File: src/rtl/mult_product_accumulator.sv
// Issues operand pairs to a fixed-latency signed multiplier, tags them through a matching pipe,
// and sums each op_last-delimited group of products into a saturating accumulator.
//   state | meaning
//   ACCUM | accepting operand pairs of the open group
//   DRAIN | last pair issued, waiting for its tag to retire
//   HOLD  | group result presented on acc_*, waiting for acc_ready
module mult_product_accumulator #(
  parameter int PROD_WIDTH = 64,
  parameter int ACC_WIDTH  = 72,
  parameter int LATENCY    = 2,
  parameter int CNT_WIDTH  = 8
) (
  input  logic                  clk,
  input  logic                  rst,
  input  logic                  op_valid,
  input  logic                  op_last,
  output logic                  op_ready,
  output logic                  issue,
  input  logic [PROD_WIDTH-1:0] product,
  output logic                  acc_valid,
  input  logic                  acc_ready,
  output logic [ACC_WIDTH-1:0]  acc_data,
  output logic [CNT_WIDTH-1:0]  acc_count,
  output logic                  acc_overflow
);

  localparam int EXT = ACC_WIDTH + 1 - PROD_WIDTH;
  localparam logic [ACC_WIDTH-1:0] ACC_MAX = {1'b0, {(ACC_WIDTH-1){1'b1}}};
  localparam logic [ACC_WIDTH-1:0] ACC_MIN = {1'b1, {(ACC_WIDTH-1){1'b0}}};

  typedef enum logic [1:0] {ACCUM, DRAIN, HOLD} state_t;

  state_t state, state_nxt;

  logic [LATENCY-1:0]   tag_valid, tag_last;
  logic                 ret_valid, ret_last;
  logic [ACC_WIDTH-1:0] acc, sum_sat;
  logic [ACC_WIDTH:0]   sum_wide;
  logic [CNT_WIDTH-1:0] cnt, cnt_inc;
  logic                 grp_ovf, add_ovf;

  assign ret_valid = tag_valid[LATENCY-1];
  assign ret_last  = tag_last[LATENCY-1];
  assign issue     = op_valid & op_ready;

  always_ff @(posedge clk) begin
    if (rst) state <= ACCUM;
    else     state <= state_nxt;
  end

  always_comb begin
    state_nxt = state;
    case (state)
      ACCUM:   if (issue && op_last)      state_nxt = DRAIN;
      DRAIN:   if (ret_valid && ret_last) state_nxt = HOLD;
      HOLD:    if (acc_ready)             state_nxt = ACCUM;
      default:                            state_nxt = ACCUM;
    endcase
  end

  // Both handshake outputs decode only the state register, so acc_ready never reaches op_ready.
  always_comb begin
    op_ready  = (state == ACCUM);
    acc_valid = (state == HOLD);
  end

  always_comb begin
    sum_wide = {acc[ACC_WIDTH-1], acc} + {{EXT{product[PROD_WIDTH-1]}}, product};
    add_ovf  = sum_wide[ACC_WIDTH] ^ sum_wide[ACC_WIDTH-1];
    if (add_ovf) sum_sat = sum_wide[ACC_WIDTH] ? ACC_MIN : ACC_MAX;
    else         sum_sat = sum_wide[ACC_WIDTH-1:0];
    cnt_inc = (&cnt) ? cnt : cnt + CNT_WIDTH'(1);
  end

  always_ff @(posedge clk) begin
    if (rst) begin
      tag_valid    <= '0;
      tag_last     <= '0;
      acc          <= '0;
      cnt          <= '0;
      grp_ovf      <= 1'b0;
      acc_data     <= '0;
      acc_count    <= '0;
      acc_overflow <= 1'b0;
    end else begin
      tag_valid[0] <= issue;
      tag_last[0]  <= issue & op_last;
      for (int i = 1; i < LATENCY; i++) begin
        tag_valid[i] <= tag_valid[i-1];
        tag_last[i]  <= tag_last[i-1];
      end
      if (ret_valid) begin
        if (ret_last) begin
          acc_data     <= sum_sat;
          acc_count    <= cnt_inc;
          acc_overflow <= grp_ovf | add_ovf;
          acc          <= '0;
          cnt          <= '0;
          grp_ovf      <= 1'b0;
        end else begin
          acc     <= sum_sat;
          cnt     <= cnt_inc;
          grp_ovf <= grp_ovf | add_ovf;
        end
      end
    end
  end

endmodule

File: config.mk
export PLATFORM = sky130hd
export DESIGN_NAME = mult_product_accumulator
export DESIGN_NICKNAME = d
export VERILOG_FILES = /design/src/rtl/mult_product_accumulator.sv
export SDC_FILE = /design/constraint.sdc
export NUM_CORES = 1
export LEC_CHECK = 0
export CORE_AREA = 2 2 144 146
export DETAILED_ROUTE_END_ITERATION = 12
export DIE_AREA = 0 0 146 148
export GPL_TIMING_DRIVEN = 0
export MAX_ROUTING_LAYER = met4
export PLACE_DENSITY = 0.81
export SLEW_MARGIN = 20
export SYNTH_ARGS = -nofsm -noshare
export SYNTH_HDL_FRONTEND = slang
export SYNTH_SLANG_ARGS = --single-unit
File: constraint.sdc
create_clock -name clk -period 5.31 [get_ports clk]
set_clock_uncertainty 0.2 [all_clocks]
set_input_delay 1.062 -clock clk [delete_from_list [all_inputs] [get_ports clk]]
set_output_delay 1.062 -clock clk [all_outputs]
set_load 0.1 [all_outputs]
After elaboration in Yosys (flattened, before gate mapping)
Index checks and enable logic that the tools add are counted.

storage, ports and cells
  word-level logic and storage cells = 36
  RAM bits = 0
  register bits after elaboration = 168
  latch bits = 0
  memory bits (read-only) = 0
  memories = 0

operators by class
  $mul = 0
  order comparisons = 0
  add/subtract/negate cells = 2
  bitwise operators = 4
  equal/unequal tests = 5
  shifts and indexed selects = 0
  divide/modulo/power cells = 0
  multiplexer cells = 10
  reduce and logical (&&, ||, !) cells = 6

operators with widths
  cell                                                    number
  2-to-1 mux 72 bit                                       3
  adder 72 x 64 -> 73 bit                                 1
  2-to-1 mux 8 bit                                        2
  adder 8 x 1 -> 8 bit (second input constant)            1
  AND reduction 8 bit                                     1
  2-to-1 mux 2 bit                                        3
  case mux 2 bit (3 select lines)                         1
  inequality test 2 x 1 -> 1 bit (second input constant)  2
  AND reduction 3 bit                                     1
  AND 1 bit                                               2
  equality test 2 x 1 -> 1 bit (second input constant)    1
  equality test 2 bit (second input constant)             1
  logical AND 1 bit                                       2
  logical NOT 2 bit                                       1
  inequality test 2 bit (second input constant)           1
  AND reduction 2 bit                                     1
  2-to-1 mux 1 bit                                        1
  OR 1 bit                                                1
  XOR 1 bit                                               1

Longest topological paths before layout
Gate-level depths: netlist of run 1.

  depth after elaboration = 5
  depth in mapped cells = 17
  depth with buffers taken out = 13

Worst setup path before layout of run 1
OpenSTA, ideal clock, no wires.

  kind = input to register
  start point = input product[0]
  end point = register acc_data[53]
  data required time = 4.967 ns
  buffers on the path = 4
  arrival = 3.974 ns
  stages = 17
  setup time = 0.143 ns
  setup slack = 0.993 ns
  cell sequence = ha_1 inv_1 fa_1 nand2b_1 a21oi_1 o31ai_2 a2111oi_4 nor4_1 o31a_1 buf_4 and2_4 buf_6 a21o_4 buf_6 buf_6 a21oi_2 a211oi_2

on the way
  longest elaborated chain between the ends = 3
  elaborated cells on any way between the ends = 4

ends and longest elaborated chain
  item                                                   line    text
  start: declaration                                     19      input logic [PROD_WIDTH-1:0] product,
  adder 72 x 64 -> 73 bit (*)                            68      sum_wide = {acc[ACC_WIDTH-1], acc} + {{EXT{product[PROD_WIDTH-1]}}, product};
  2-to-1 mux 72 bit / XOR 1 bit (equally long branches)  70, 69
  2-to-1 mux 72 bit (*)                                  70      if (add_ovf) sum_sat = sum_wide[ACC_WIDTH] ? ACC_MIN : ACC_MAX;
  end signal: assignment                                 94      acc_data <= sum_sat;
  end: declaration                                       22      output logic [ACC_WIDTH-1:0] acc_data,

Mark *: on every way between the ends. The rest lies on a longest branch, timed or not.
A chain may end at the register's enable or synchronous reset.

Final worst setup path of run 1
  start point = input product[0]
  end point = register acc_data[54]

The elaborated chain is that of the path after synthesis.

==> results of run 1 <==
-- cell type report --
type	count	area, um^2	area share, %
inverter	26	97.6	0.720
multi-input combinational	1110	7200	53.2
clock inverter	14	150	1.11
tap	270	338	2.49
buffer	87	447	3.30
timing repair buffer	152	1520	11.2
clock buffer	18	429	3.17
sequential	168	3360	24.8
-- power by group through the flow --
stage / combinational (uW) / clock (uW) / sequential [uW]
2_1_floorplan: 489 / 0 / 1360
3_3_place_gp: 720 / 0 / 1340
3_5_place_dp: 726 / 0 / 1340
4_1_cts: 731 / 1260 / 1310
5_1_grt: 808 / 1310 / 1310
6_report: 747 / 1260 / 1310
-- critical path, stage by stage --
cell                              delay (ps)
sky130_fd_sc_hd__clkdlybuf4s50_1         460
sky130_fd_sc_hd__ha_1                    200
sky130_fd_sc_hd__inv_1                    70
sky130_fd_sc_hd__fa_1                    400
sky130_fd_sc_hd__nand2b_1                190
sky130_fd_sc_hd__a21oi_1                 290
sky130_fd_sc_hd__o31ai_2                 220
sky130_fd_sc_hd__a2111oi_4               390
sky130_fd_sc_hd__nor4_1                  100
sky130_fd_sc_hd__o31a_1                  330
sky130_fd_sc_hd__buf_4                   180
sky130_fd_sc_hd__and2_4                  160
sky130_fd_sc_hd__buf_6                   130
sky130_fd_sc_hd__a21oi_4                 480
sky130_fd_sc_hd__o21ai_0                 380
sky130_fd_sc_hd__o31ai_1                 280
-- synthesized netlist by cell type, types with 3 or more instances --
cell type                  instances
sky130_fd_sc_hd__a21boi_0          6
sky130_fd_sc_hd__nand2_2           3
sky130_fd_sc_hd__a21oi_2          12
sky130_fd_sc_hd__a211oi_1         19
sky130_fd_sc_hd__a21oi_1         159
sky130_fd_sc_hd__o31ai_1           9
sky130_fd_sc_hd__o21ai_1          14
sky130_fd_sc_hd__a221o_1          38
sky130_fd_sc_hd__nor3_1           21
sky130_fd_sc_hd__and3_1            5
sky130_fd_sc_hd__nand3_1          17
sky130_fd_sc_hd__buf_2            23
sky130_fd_sc_hd__and2_1            5
sky130_fd_sc_hd__o21a_1           19
sky130_fd_sc_hd__a31o_2            4
sky130_fd_sc_hd__o21bai_1         14
sky130_fd_sc_hd__a211oi_2         25
sky130_fd_sc_hd__buf_4             6
sky130_fd_sc_hd__nor2_4            3
sky130_fd_sc_hd__a21o_1           19
sky130_fd_sc_hd__nand4_1          25
sky130_fd_sc_hd__nor4_1            8
sky130_fd_sc_hd__o21ai_0         103
sky130_fd_sc_hd__o211ai_1         25
sky130_fd_sc_hd__or3_1             3
sky130_fd_sc_hd__nor2b_1          14
sky130_fd_sc_hd__inv_1            25
sky130_fd_sc_hd__xor2_1           27
sky130_fd_sc_hd__a211o_1           4
sky130_fd_sc_hd__buf_6             9
sky130_fd_sc_hd__clkbuf_1         47
sky130_fd_sc_hd__and4_1           11
sky130_fd_sc_hd__o221a_2           6
sky130_fd_sc_hd__ha_1             73
sky130_fd_sc_hd__a31oi_1          10
sky130_fd_sc_hd__a22oi_1           4
sky130_fd_sc_hd__dfxtp_1         168
sky130_fd_sc_hd__nor2_1          120
sky130_fd_sc_hd__nor3_2            5
sky130_fd_sc_hd__nand2_1         182
sky130_fd_sc_hd__xnor2_1          42
sky130_fd_sc_hd__nand2b_1         11
-- metrics by stage --
stage / power (uW) / cells
CTS: 3300 / 1845
detailed placement: 2060 / 1813
global route: 3430 / 1845
finish: 3320 / 1845
global placement: 2060 / 1813
floorplan: 1850 / 1391
-- cell families after synthesis --
kind of cell,share of synthesized area [%]
mux,0.180
compound gates,32.1
simple gates,18.7
flops,30.3
buf+inv,4.90
fa+ha+maj,8.40
xor+xnor,5.44
-- layer usage --
layer	GRT usage [%]	wire length, um	vias to the layer above
met2	53.3	16700	525
met5	-	0	-
met3	5.77	2980	54
met4	10.8	792	0
li1	-	-	5451
met1	49.4	17600	5479
-- sequential cells by signal, indices dropped and copies added, names as in the netlist --
name          count
tag_last          2
acc_count         8
acc_overflow      1
tag_valid         2
state             2
acc              72
grp_ovf           1
cnt               8
acc_data         72
-- how the worst min path moves through the flow --
stage | startpoint | to | slack, ps | depth (start not counted)
2_1_floorplan | tag_last[0] | tag_last[1] | 210 | 1
3_5_place_dp | tag_last[0] | tag_last[1] | 230 | 1
5_1_grt | tag_last[0] | tag_last[1] | 260 | 1
6_report | tag_last[0] | tag_last[1] | 250 | 1
4_1_cts | tag_last[0] | tag_last[1] | 250 | 1
3_3_place_gp | tag_last[0] | tag_last[1] | 220 | 1
-- repair_timing --
item / 4_1_cts / 5_1_grt
hold endpoints to repair: 0 / 0
resized for setup: 0 / 1
setup endpoints to repair: 0 / 2
hold buffers: 0 / 0
==> run summary, run 1 <==
For the worst setup path, the data required time is 5470 ps. After synthesis, the largest area contributor takes up 30.3% of total cell area. For this run, the post-layout net count is 1705. Dividing the final minimum period by the clock period gives 97.5%. Clock latency on the worst-skew pair, taken at its later pin, is 450 ps. The die height was 148 um; the minimum clock period after layout was 5180 ps.

For the total count of hold-check failures in the final report, the log shows 0. The setup slack after layout is 131 ps, and the final estimated routing congestion in global placement is 0.991. The tools report the kind of end point of the critical path as a flop. Once detailed placement completed, the half-perimeter wirelength came to 29200 um. In the final layout, the share of cells above drive strength 1 is 9.14%. The number of antenna violations at the first check in global routing was 0.

The internal portion of the total power is 2190 uW. Across all register-to-register paths, the minimum setup slack is 870 ps. The via count of the first global-routing pass was 10800. The clock network burns 38.0% of the power.

Sequential cells were found to cover 30.3% of the synthesized design area. The run gives 21600 um^2 as the overall die area. The number of synthesized register bits works out to 168. From synthesis to final layout, the design area changed by 22.0%. The switching part of the total power is 33.9%, and the count of maximum capacitance violations is 0. The routed design has 38100 um of wire. The layout filler cell count was 1796; the initial cell density of the core was 55.4%. For this run, the number of Yosys warnings is 0. The run gives 35.5% as the all-layer global routing usage.

TritonCTS built the clock tree. The type of the worst setup path is primary input to flop. Highest fanout seen on the critical path: 9. Fraction of power consumed by sequential logic: 39.5%. The run gives 1391 as the number of instances in the synthesized netlist.

The tools report the startpoint kind of the worst setup timing path as a primary input. Before CTS, the worst setup slack after placement is -221 ps. The timing endpoint of the critical path was acc_data[54]. The buffer levels on the longest clock path is 2.

In the final routed layout, each cell accounts on average for 20.7 um. The tools report the worst hold slack as 246 ps. The maximum vdd drop came out at 0.000206 V. The first global-routing pass estimated 58800 um of wire.

The utilization after layout was 67.6%; the total number of clock tree sinks was 168. The finished cells cover 13500 um^2. The total count of max-transition violations in the final report was 0. The tools report the data arrival time at the worst-slack endpoint as 5340 ps. Combinational logic is responsible for 22.5% of the overall power.

The peak clock frequency supported by timing is 193 MHz. Post-CTS timing repair inserted 0 buffers for setup. Most common cell after layout, fill and taps aside: sky130_fd_sc_hd__nand2_1. After the first detailed-routing iteration, the DRC count stood at 1133. In the routed layout, each cell is associated on average with a via count of 6.24. In this run the mean area of a mapped cell was 7.98 um^2. Dividing total power by cell area gives a power density of 245 nW/um^2. The first detailed-routing pass took 6 iterations.

Setup repair after global routing left no endpoint under its margin. For this design the static power due to leakage is 0.00531 uW. The cell area that synthesis handed to floorplanning was 11100 um^2.

Synthesis instantiated 79 different standard cells from the library. Clock-pin slew was measured on the worst setup and hold paths at 80 ps. In the final timing run, aggregate negative setup slack is 0 ps.

The min-delay analysis places its worst path in the category flop to flop. The worst register-to-register path begins at acc[0]. In this run the tightest slew margin relative to its limit is 30.8%. The net count after synthesis came out at 1534.

The logic depth of the worst register-to-register path was 15. The total congestion overflow is 0, and the number of placement rows is 52. Setup violations remaining at the end of the flow were counted as 0.

The number of H-tree levels is 4. Once placement finished, the instance area stood at 13000 um^2. Predominant post-synthesis flop cell: sky130_fd_sc_hd__dfxtp_1. Entering global routing, the biggest net connects 19 pins. The chip width came out at 146 um. The flow ran to the end, and the final reports show no timing, DRC or antenna violations. The final route contains 11500 vias.

In this run the tool buffered the top-level ports with 152 buffer cells. The count of nets left with antenna violations once routing finished came out at 0. The run gives 20000 um^2 as the total core area. The top cell types in the final layout, fill and taps aside, are 182 x sky130_fd_sc_hd__nand2_1, 168 x sky130_fd_sc_hd__dfxtp_1, 158 x sky130_fd_sc_hd__a21oi_1.

Post-synthesis async set-or-reset flop share: 0%. In this run the critical register-to-register path is captured at acc_data[54]. The root buffer cell chosen for the clock tree is sky130_fd_sc_hd__clkbuf_16. Yosys mapped a number of flops with a built-in enable equal to 0.

For this run, design rule violations remaining after detail routing come to 0. Ranked by total cell area, the synthesized netlist is headed by sky130_fd_sc_hd__dfxtp_1 30%, sky130_fd_sc_hd__ha_1 8.2%, sky130_fd_sc_hd__a21oi_1 7.2%. 0 antenna diodes ended up in the layout.

The worst setup path startpoint was product[0]. The number of placed I/O pins was 153. For the number of CTS-inserted buffers, the log shows 17. The switching component of the power came out at 1130 uW.

Cell type contributing the most total cell area after synthesis: sky130_fd_sc_hd__dfxtp_1. For the pin with the worst max-slew slack, the measured transition is 1040 ps.
Power figures use the tool's default switching activity.
==> inputs of run 2 (changes only) <==
--- a/config.mk
+++ b/config.mk
@@ -8,7 +8,6 @@
 export CORE_AREA = 2 2 144 146
 export DETAILED_ROUTE_END_ITERATION = 12
 export DIE_AREA = 0 0 146 148
-export GPL_TIMING_DRIVEN = 0
 export MAX_ROUTING_LAYER = met4
 export PLACE_DENSITY = 0.81
 export SLEW_MARGIN = 20
==> run 2 against run 1 <==
Flip-flop and latch count did not move. Sequential power barely moved. Core utilization fell by 0.67 points. Largest cell class unchanged. Largest power group unchanged.
==> run summary, run 2 (synthesized netlist as in run 1, its figures left out) <==
The run finished with clean final reports. The via count of the first global-routing pass came out at 10800. Worst setup path startpoint: product[0].

For the buffer levels on the longest clock path, the log shows 2. The logs give 25000 um for the placed wire-length estimate after detailed placement and 13400 um^2 for the final instance area. For this design the top-level I/O count stands at 153. The most common cell after layout, fill and taps aside was sky130_fd_sc_hd__nand2_1. The hold-fix buffer count after cts was 0; the final antenna diode count was 0. The final estimated routing congestion in global placement was 0.947; the post-route fraction of the period consumed by the critical path was 92.9%.

The global-route wire length before repair came out at 56000 um. The number of H-tree levels is 4. Of the cells placed in the final design, the portion with a size suffix greater than 1 is 9.38%. The run gives 0.00526 uW as the standby leakage power. The tools report the root buffer selected by CTS as sky130_fd_sc_hd__clkbuf_16. VDD sags by at most 0.000211 V. The power density over cell area is 244 nW/um^2, and the worst slew margin relative to its limit is 31.1%. In the routed design, unresolved DRC markers number 0. The tree built by TritonCTS fans out to 168 sinks.

The overall die area is 21600 um^2, and the number of buffer and inverter stages on the critical path is 2. The critical path's top delay family was compound AO/OA/AOI/OAI gates. The logs give 0 for the total count of max-transition violations in the final report and 40.2% for the fraction of power consumed by sequential logic. The type of the worst setup path was primary input to flop.

Of all nets on the critical path, the largest fanout is 30. The detailed router placed 11100 vias in this run. The largest incremental delay on the critical path is 750 ps. The tools report the startpoint of the worst hold path as tag_valid[0]. In the final routed layout, each cell accounts on average for 19.3 um.

The number of setup buffers added after CTS is 0. The logs give 32.9% for the all-layer global routing usage and 20000 um^2 for the total core area. Setup repair after global routing left no endpoint under its margin. Switching part of the total power: 31.9%.

Of the total power, combinational logic draws 22.5%. The logs give 37.4% for the relative contribution of the clock network to total power and 5 for the first-pass iteration count of the detailed router. The first routing iteration left 819 violations.

From left edge to right edge, the die measures 146 um. The die height was 148 um. After detailed placement, the total cell area comes to 12800 um^2.

Total power for the finished layout comes to 3270 uW. The smallest clock period supported by the final layout is computed as 4930 ps. The logs give 440 ps for the source-to-sink clock delay at the later pin of the worst-skew pair and 72 for the largest net degree at the start of global routing. The tools report the kind of end point of the critical path as a flop. The slowest stage of the critical path belongs to the cell sky130_fd_sc_hd__nor2_4.

The critical path goes through clkdlybuf4s50_1 > ha_1 > inv_1 > fa_1 > nand2b_1 > a21oi_1 > o31ai_2 > a2111oi_4 > nor4_1 > o31a_1 > and2_4 > a21o_2 > nor2_4 > a221o_1. In the final design database the tool counted 1654 nets. Using the TritonRoute via totals, the vias-per-cell ratio works out to 6.17. The total count of hold-check failures in the final report is 0, and the setup violation total in the final timing report is 0. The number of CTS-inserted buffers came out at 17. TritonCTS built the clock tree. Max-cap violations in this run came to 0.

In this run the core area contains 52 standard-cell rows. The run gives 34600 um as the total routed wirelength. The tools report the internal portion of total power as 2230 uW. Cells fill 66.9% of the core in the end.

The run gives -22.9 ps as the minimum setup slack after placement. In the layout the commonest cells are 182 x sky130_fd_sc_hd__nand2_1, 168 x sky130_fd_sc_hd__dfxtp_1, 159 x sky130_fd_sc_hd__a21oi_1. The largest registers in the layout are acc (72), acc_data (72). The actual slew at the worst max-slew pin was 1030 ps; the peak clock frequency supported by timing was 203 MHz.

The number of antenna-violating nets in the routed design was 0. Once the clock tree was built, the resizer swapped 0 gates to a different size. The clock slew at the register clock pins of the worst setup and hold paths is 70 ps. Across all register-to-register paths, the minimum setup slack is 1140 ps. The origin of the critical flop-to-flop path was acc[0]. Input and output buffers added on the ports amount to 152.

Once routing completed, OpenROAD measured the worst setup slack at 377 ps. Data on the critical path is required at its endpoint by 5490 ps. For the worst setup path, the data arrival time is 5110 ps. For this configuration, the core starts out at a cell density of 55.4%. The worst hold path belongs to the class flop to flop. The startpoint kind of the worst setup timing path was a primary input. For this design the total switching power over the nets is 1040 uW. For this run the aggregate overflow at the end of global routing stands at 0. The number of antenna violations at the first check in global routing was 0.

The area growth from synthesis to layout is 20.8%.
-- run 2: power by group through the flow --
| stage | clock, uW | combinational (uW) | sequential [uW] |
|---|---|---|---|
| final | 1220 | 734 | 1310 |
| after detailed placement | 0 | 717 | 1340 |
| after CTS | 1230 | 723 | 1310 |
| after floorplan | 0 | 489 | 1360 |
| after global placement | 0 | 710 | 1340 |
| after global routing | 1280 | 801 | 1320 |
-- run 2: layer usage --
| layer | GRT usage (%) | share of wire, % |
|---|---|---|
| met4 | 9.32 | 1.9 |
| met5 | - | 0 |
| met2 | 52.4 | 46 |
| met3 | 5.37 | 7.1 |
| met1 | 43.5 | 45 |
-- run 2: cell type report --
type | count | area (um^2)
timing repair buffer | 188 | 1840
clock buffer | 22 | 484
sequential | 168 | 3360
tap | 270 | 338
inverter | 26 | 97.6
multi-input combinational | 1110 | 7210
fill | 1756 | 6630
clock inverter | 10 | 85.1
-- run 2: worst paths after layout --
kind	to	depth (start not counted)
max reg2reg	acc[48]	13
max	acc[48]	14
min	tag_valid[1]	1
min reg2reg	tag_valid[1]	1
-- run 2: stage by stage --
| step | cells | hold WS (ps) | TNS (ps) |
|---|---|---|---|
| after floorplan | 1391 | 214 | 0 |
| after global routing | 1794 | 262 | 0 |
| after CTS | 1794 | 252 | 0 |
| after global placement | 1762 | 220 | 0 |
| final | 1794 | 249 | 0 |
| after detailed placement | 1762 | 233 | -82.3 |
